$ cat config.mk
export PLATFORM = sky130hd
export DESIGN_NAME = apb_event_unit_ng
export DESIGN_NICKNAME = d
export VERILOG_FILES = /design/src/rtl/apb_event_unit_ng.sv
export SDC_FILE = /design/constraint.sdc
export NUM_CORES = 1
export LEC_CHECK = 0
export ABC_AREA = 1
export CORE_MARGIN = 2
export CORE_UTILIZATION = 63
export DETAILED_ROUTE_END_ITERATION = 8
export DONT_BUFFER_PORTS = 1
export PLACE_DENSITY_LB_ADDON = 0.15
export SYNTH_ARGS = -nofsm -noshare
export SYNTH_HDL_FRONTEND = slang
export SYNTH_SLANG_ARGS = --single-unit
$ cat constraint.sdc
create_clock -name HCLK -period 5.25 [get_ports HCLK]
set_input_delay 0.2625 -clock HCLK [delete_from_list [all_inputs] [get_ports HCLK]]
set_output_delay 0.2625 -clock HCLK [all_outputs]
set_load 0.01 [all_outputs]
$ cat src/rtl/apb_event_unit_ng.sv
// APB event unit: sticky IRQ/event pending registers, lowest-index IRQ ID, sleep/wake FSM.
// Zero wait states; PRDATA is combinational while PSEL is high; outputs come from registers.
// No backpressure (PREADY tied high). Optional macro EVENT_UNIT_EDGE_EN selects rising-edge capture.
module apb_event_unit_ng #(
    parameter int APB_ADDR_WIDTH = 12,
    parameter int NUM_LINES      = 32,
    parameter int WAKE_CYCLES    = 2
) (
    input  logic                      HCLK,
    input  logic                      HRESETn,
    input  logic [APB_ADDR_WIDTH-1:0] PADDR,
    input  logic [31:0]               PWDATA,
    input  logic                      PWRITE,
    input  logic                      PSEL,
    input  logic                      PENABLE,
    output logic [31:0]               PRDATA,
    output logic                      PREADY,
    output logic                      PSLVERR,
    input  logic [NUM_LINES-1:0]      irq_i,
    input  logic [NUM_LINES-1:0]      event_i,
    output logic [NUM_LINES-1:0]      irq_o,
    output logic                      fetch_enable_o,
    output logic                      clk_gate_core_o,
    input  logic                      core_busy_i
);

    localparam logic [31:0] LINE_MASK = (NUM_LINES >= 32) ? 32'hFFFF_FFFF
                                                          : ((32'd1 << NUM_LINES) - 32'd1);
    localparam logic [3:0]  WAKE_LOAD = 4'(WAKE_CYCLES - 1);

    typedef enum logic [2:0] {
        ST_RUN       = 3'd0,
        ST_WAIT_IDLE = 3'd1,
        ST_SLEEP     = 3'd2,
        ST_WAKE      = 3'd3
    } state_t;

    state_t      state;
    logic [3:0]  wake_cnt;
    logic [31:0] irq_en, irq_pend, evt_en, evt_pend;
    logic [31:0] irq_in, evt_in, irq_cap, evt_cap, irq_out;
    logic [31:0] irq_set_wr, irq_clr_wr, evt_clr_wr;
    logic [3:0]  idx;
    logic        mapped, wr, sleep_req, wake;
    logic [4:0]  irq_id_idx;
    logic        unused_addr;

    assign idx         = PADDR[5:2];
    assign mapped      = (idx <= 4'd8);
    assign wr          = PSEL & PENABLE & PWRITE;
    assign unused_addr = ^{PADDR[APB_ADDR_WIDTH-1:6], PADDR[1:0]};

    assign irq_in  = 32'(irq_i) & LINE_MASK;
    assign evt_in  = 32'(event_i) & LINE_MASK;
    assign irq_out = irq_pend & irq_en;
    assign irq_o   = irq_out[NUM_LINES-1:0];

    assign irq_set_wr = (wr && idx == 4'd2) ? (PWDATA & LINE_MASK) : 32'd0;
    assign irq_clr_wr = (wr && idx == 4'd3) ? PWDATA : 32'd0;
    assign evt_clr_wr = (wr && idx == 4'd6) ? PWDATA : 32'd0;
    assign sleep_req  = wr && (idx == 4'd7) && PWDATA[0];
    assign wake       = (|irq_out) | (|(evt_pend & evt_en));

`ifdef EVENT_UNIT_EDGE_EN
    logic [31:0] irq_q, evt_q;

    always_ff @(posedge HCLK or negedge HRESETn) begin
        if (!HRESETn) begin
            irq_q <= 32'd0;
            evt_q <= 32'd0;
        end else begin
            irq_q <= irq_in;
            evt_q <= evt_in;
        end
    end

    assign irq_cap = irq_in & ~irq_q;
    assign evt_cap = evt_in & ~evt_q;
`else
    assign irq_cap = irq_in;
    assign evt_cap = evt_in;
`endif

    always_ff @(posedge HCLK or negedge HRESETn) begin
        if (!HRESETn) begin
            irq_en   <= 32'd0;
            evt_en   <= 32'd0;
            irq_pend <= 32'd0;
            evt_pend <= 32'd0;
        end else begin
            if (wr && idx == 4'd0) irq_en <= PWDATA & LINE_MASK;
            if (wr && idx == 4'd4) evt_en <= PWDATA & LINE_MASK;
            // Set and capture are OR-ed in after the clear so they win a same-cycle collision.
            irq_pend <= (irq_pend & ~irq_clr_wr) | irq_set_wr | irq_cap;
            evt_pend <= (evt_pend & ~evt_clr_wr) | evt_cap;
        end
    end

    always_comb begin
        irq_id_idx = 5'd0;
        for (int i = 31; i >= 0; i--) begin
            if (irq_out[i]) irq_id_idx = 5'(i);
        end
    end

    always_ff @(posedge HCLK or negedge HRESETn) begin
        if (!HRESETn) begin
            state           <= ST_RUN;
            wake_cnt        <= 4'd0;
            fetch_enable_o  <= 1'b1;
            clk_gate_core_o <= 1'b1;
        end else begin
            case (state)
                ST_RUN: begin
                    if (sleep_req) begin
                        state           <= ST_WAIT_IDLE;
                        fetch_enable_o  <= 1'b0;
                        clk_gate_core_o <= 1'b1;
                    end
                end
                ST_WAIT_IDLE: begin
                    if (wake) begin
                        state           <= ST_RUN;
                        fetch_enable_o  <= 1'b1;
                        clk_gate_core_o <= 1'b1;
                    end else if (!core_busy_i) begin
                        state           <= ST_SLEEP;
                        fetch_enable_o  <= 1'b0;
                        clk_gate_core_o <= 1'b0;
                    end
                end
                ST_SLEEP: begin
                    if (wake) begin
                        state           <= ST_WAKE;
                        wake_cnt        <= WAKE_LOAD;
                        fetch_enable_o  <= 1'b0;
                        clk_gate_core_o <= 1'b1;
                    end
                end
                ST_WAKE: begin
                    if (wake_cnt == 4'd0) begin
                        state           <= ST_RUN;
                        fetch_enable_o  <= 1'b1;
                        clk_gate_core_o <= 1'b1;
                    end else begin
                        wake_cnt <= wake_cnt - 4'd1;
                    end
                end
                default: begin
                    state           <= ST_RUN;
                    fetch_enable_o  <= 1'b1;
                    clk_gate_core_o <= 1'b1;
                end
            endcase
        end
    end

    always_comb begin
        PRDATA = 32'd0;
        if (PSEL) begin
            case (idx)
                4'd0:    PRDATA = irq_en;
                4'd1:    PRDATA = irq_pend;
                4'd4:    PRDATA = evt_en;
                4'd5:    PRDATA = evt_pend;
                4'd7:    PRDATA = {29'd0, state};
                4'd8:    PRDATA = {|irq_out, 26'd0, irq_id_idx};
                default: PRDATA = 32'd0;
            endcase
        end
    end

    assign PREADY  = 1'b1;
    assign PSLVERR = PSEL & PENABLE & ~mapped;

endmodule
==> flow_summary.json <==
{
  "synth_simple_gate_area_share_pct": 16.6,
  "placed_cell_area_um2": 7210,
  "grt_max_degree": 137,
  "nFillCells": 757,
  "nets": 1052,
  "async_flop_share_pct": 100,
  "hold_viol": 0,
  "synth_nets": 997,
  "clkLatencyLatePin_ns": 0.42,
  "synth_top_family_by_area": "compound AO/OA/AOI/OAI gates",
  "avgRoutedWirePerCell_um": 19.0,
  "fin_util_pct": 78.0,
  "slew_violations": 0,
  "cp.arrival_ns": 2.85,
  "post-route-drc-count": 0,
  "rsz0062_at_grt": "false",
  "core_area_um2": 10900,
  "synthAdderAreaFrac_pct": 0.176,
  "clock.fmax_ghz": 0.321,
  "seqCellArea_um2": 3410,
  "drtAntennaViolNets": 0,
  "die_h_um": 110,
  "cts_resized": 0,
  "globalplace.congestion": 0.851,
  "hold_path.class": "input port to flip-flop",
  "vias": 6769,
  "p_leak_nw": 4.13,
  "tightest_slew_ns": 1.17,
  "initial_utilization_pct": 64.9,
  "synth_mux_area_share_pct": 0,
  "fin_crit_sh_pct": 59.3,
  "max_stage_delay_ns": 0.39,
  "max-vdd-ir-drop_mv": 0.349,
  "crit_fanout": 3,
  "grt_use_total_pct": 35.7,
  "cts_tree": "done",
  "critical_path_class": "flip-flop to output port",
  "dp_hpwl_mm": 13.0,
  "ys.flop_type": "dfrtp_1",
  "area_growth_pct": 20.1,
  "synth_seq_cells": 136,
  "multi_input_area_um2": 2940,
  "crit_slowest_cell": "dfrtp_1",
  "wirelength_mm": 20.7,
  "grt_overflow": 0,
  "clkTransAtPathRegs_ns": 0.06,
  "period_needed_ns": 3.11,
  "rows": 38,
  "dp_slack_ns": 2.65,
  "slew_headroom_pct": 21.7,
  "synth_compound_area_share_pct": 24.1,
  "worstSetupStartpointType": "flip-flop",
  "crit_path_end_kind": "output port",
  "avgSynthCellArea_um2": 8.05,
  "cap_violations": 0,
  "critPathRequiredTime_ns": 4.99,
  "die_w_um": 110,
  "fin_skew_ns": 0.00779,
  "synth-edff-count": 0,
  "fin_tns_setup_ns": 0,
  "port_buffers": 0,
  "antenna_found_initial": 0,
  "fin_area_um2": 8520,
  "synth_cell_types": 35,
  "syn_inst": 882,
  "cts_made_buffers": 17,
  "setup_ws_ns": 2.14,
  "p_total_mw": 3.10,
  "cts_num_sinks": 136,
  "dr.pass1.iters": 7,
  "ios": 182,
  "cp_common_cell": "nand2_1",
  "drive_gt1_share_pct": 11.1,
  "avgViaCountPerCell": 6.21,
  "htreeDepth": 4,
  "cts_root_buf": "clkbuf_16",
  "status": "completed",
  "yosysWarnings": 0,
  "finalSetupViolations": 0,
  "dieArea_um2": 12100,
  "drt_iter0_drc": 692,
  "grt_pass1_vias": 6764,
  "grt_first_pass_wirelength_mm": 32.7,
  "final_common_cell": "nand2_1",
  "cts.path.max_buffers": 2,
  "power_density_nw_per_um2": 363,
  "syn_area_um2": 7100,
  "yosys.area_share.xor_xnor_pct": 0.247,
  "mostFrequentLayoutCells": "nand2_1, inv_1, dfrtp_1",
  "synth_seq_area_share_pct": 48.0,
  "diodes": 0
}
[registers in the layout (all words and copies together) (netlist names)]
| register | count |
|---|---|
| state | 2 |
| fetch_enable_o | 1 |
| evt_pend | 32 |
| evt_en | 32 |
| irq_en | 32 |
| clk_gate_core_o | 1 |
| wake_cnt | 4 |
| irq_pend | 32 |
[cells by family after synthesis]
| logic type | after synthesis |
|---|---|
| AOI/OAI and AO/OA | 263 |
| adders and majority gates | 1 |
| xor gates and xnor gates | 2 |
| other | 1 |
| and+or+nand+nor | 275 |
| DFF | 136 |
| buffers and inverters | 204 |
[metal layers]
layer	track usage, %	vias up	share of wire, %
met5	0	-	0
met3	8.88	59	9.6
met2	57.9	414	49
li1	-	3060	-
met4	14.6	0	2.5
met1	46.0	3236	39
[critical path: cells and delay by family, from the launching register on]
kind                   cells  cell delay [ns]
AOI/OAI and AO/OA          1             0.18
buffers and inverters      1             0.09
DFF                        1             0.39
and+or+nand+nor           32             1.76
[worst paths after layout]
path / startpoint / end / slack, ns / cells past startpoint
setup / recovery: irq_en[31] / PRDATA[0] / 2.14 / 34
hold / removal: irq_i[3] / irq_pend[3] / 0.02 / 2
setup reg to reg: irq_en[22] / state[0] / 2.88 / 14
hold reg to reg: evt_en[3] / evt_en[3] / 0.49 / 2
max in group asynchronous: HRESETn / wake_cnt[1] / 4.26 / 2
min in group asynchronous: HRESETn / irq_pend[7] / 0.43 / 2
[report_power, final]
group / switching, mW / internal (mW)
combinational: 0.377 / 0.212
clock: 0.447 / 0.830
sequential: 0.0831 / 1.15
total: 0.907 / 2.19
[what timing repair did]
item | CTS | global route
endpoints found under the hold margin | 200 | 0
hold buffers | 66 | 0
buffers inserted | 0 | 0
[through the flow]
stage	hold slack, ns	cells
after floorplan	-0.0331	882
after global placement	-0.0293	992
after detailed placement	-0.0299	992
after CTS	0.00195	1090
after global routing	0.0194	1090
final	0.0171	1090
[cell usage after synthesis (3+ instances only)]
library cell,n,share of area (%)
nand2_1,156,8.2
inv_1,140,7.4
dfrtp_1,134,47
o21ai_0,102,7.2
nor2_1,62,3.3
clkbuf_1,38,2.0
a221oi_1,37,4.6
o211ai_1,33,3.5
nand2_2,26,2.3
inv_2,23,1.2
o22ai_1,23,2.0
o21bai_1,18,1.9
o21ai_1,17,1.2
a32o_1,15,2.1
nor3_1,11,0.78
nand3_1,9,0.63
a21oi_1,6,0.42
a31oi_1,6,0.53
nand2_4,5,0.79
nand4_1,3,0.26
[layout make-up]
class | count | area share (%)
clock buffers | 20 | 5.47
clock inverters | 12 | 2.01
inverters | 165 | 7.27
multi-input cells | 542 | 34.5
flip-flops and latches | 136 | 40.0
well taps | 140 | 2.05
repair buffers | 75 | 8.75
No activity file was read; power rests on OpenSTA's default activity.
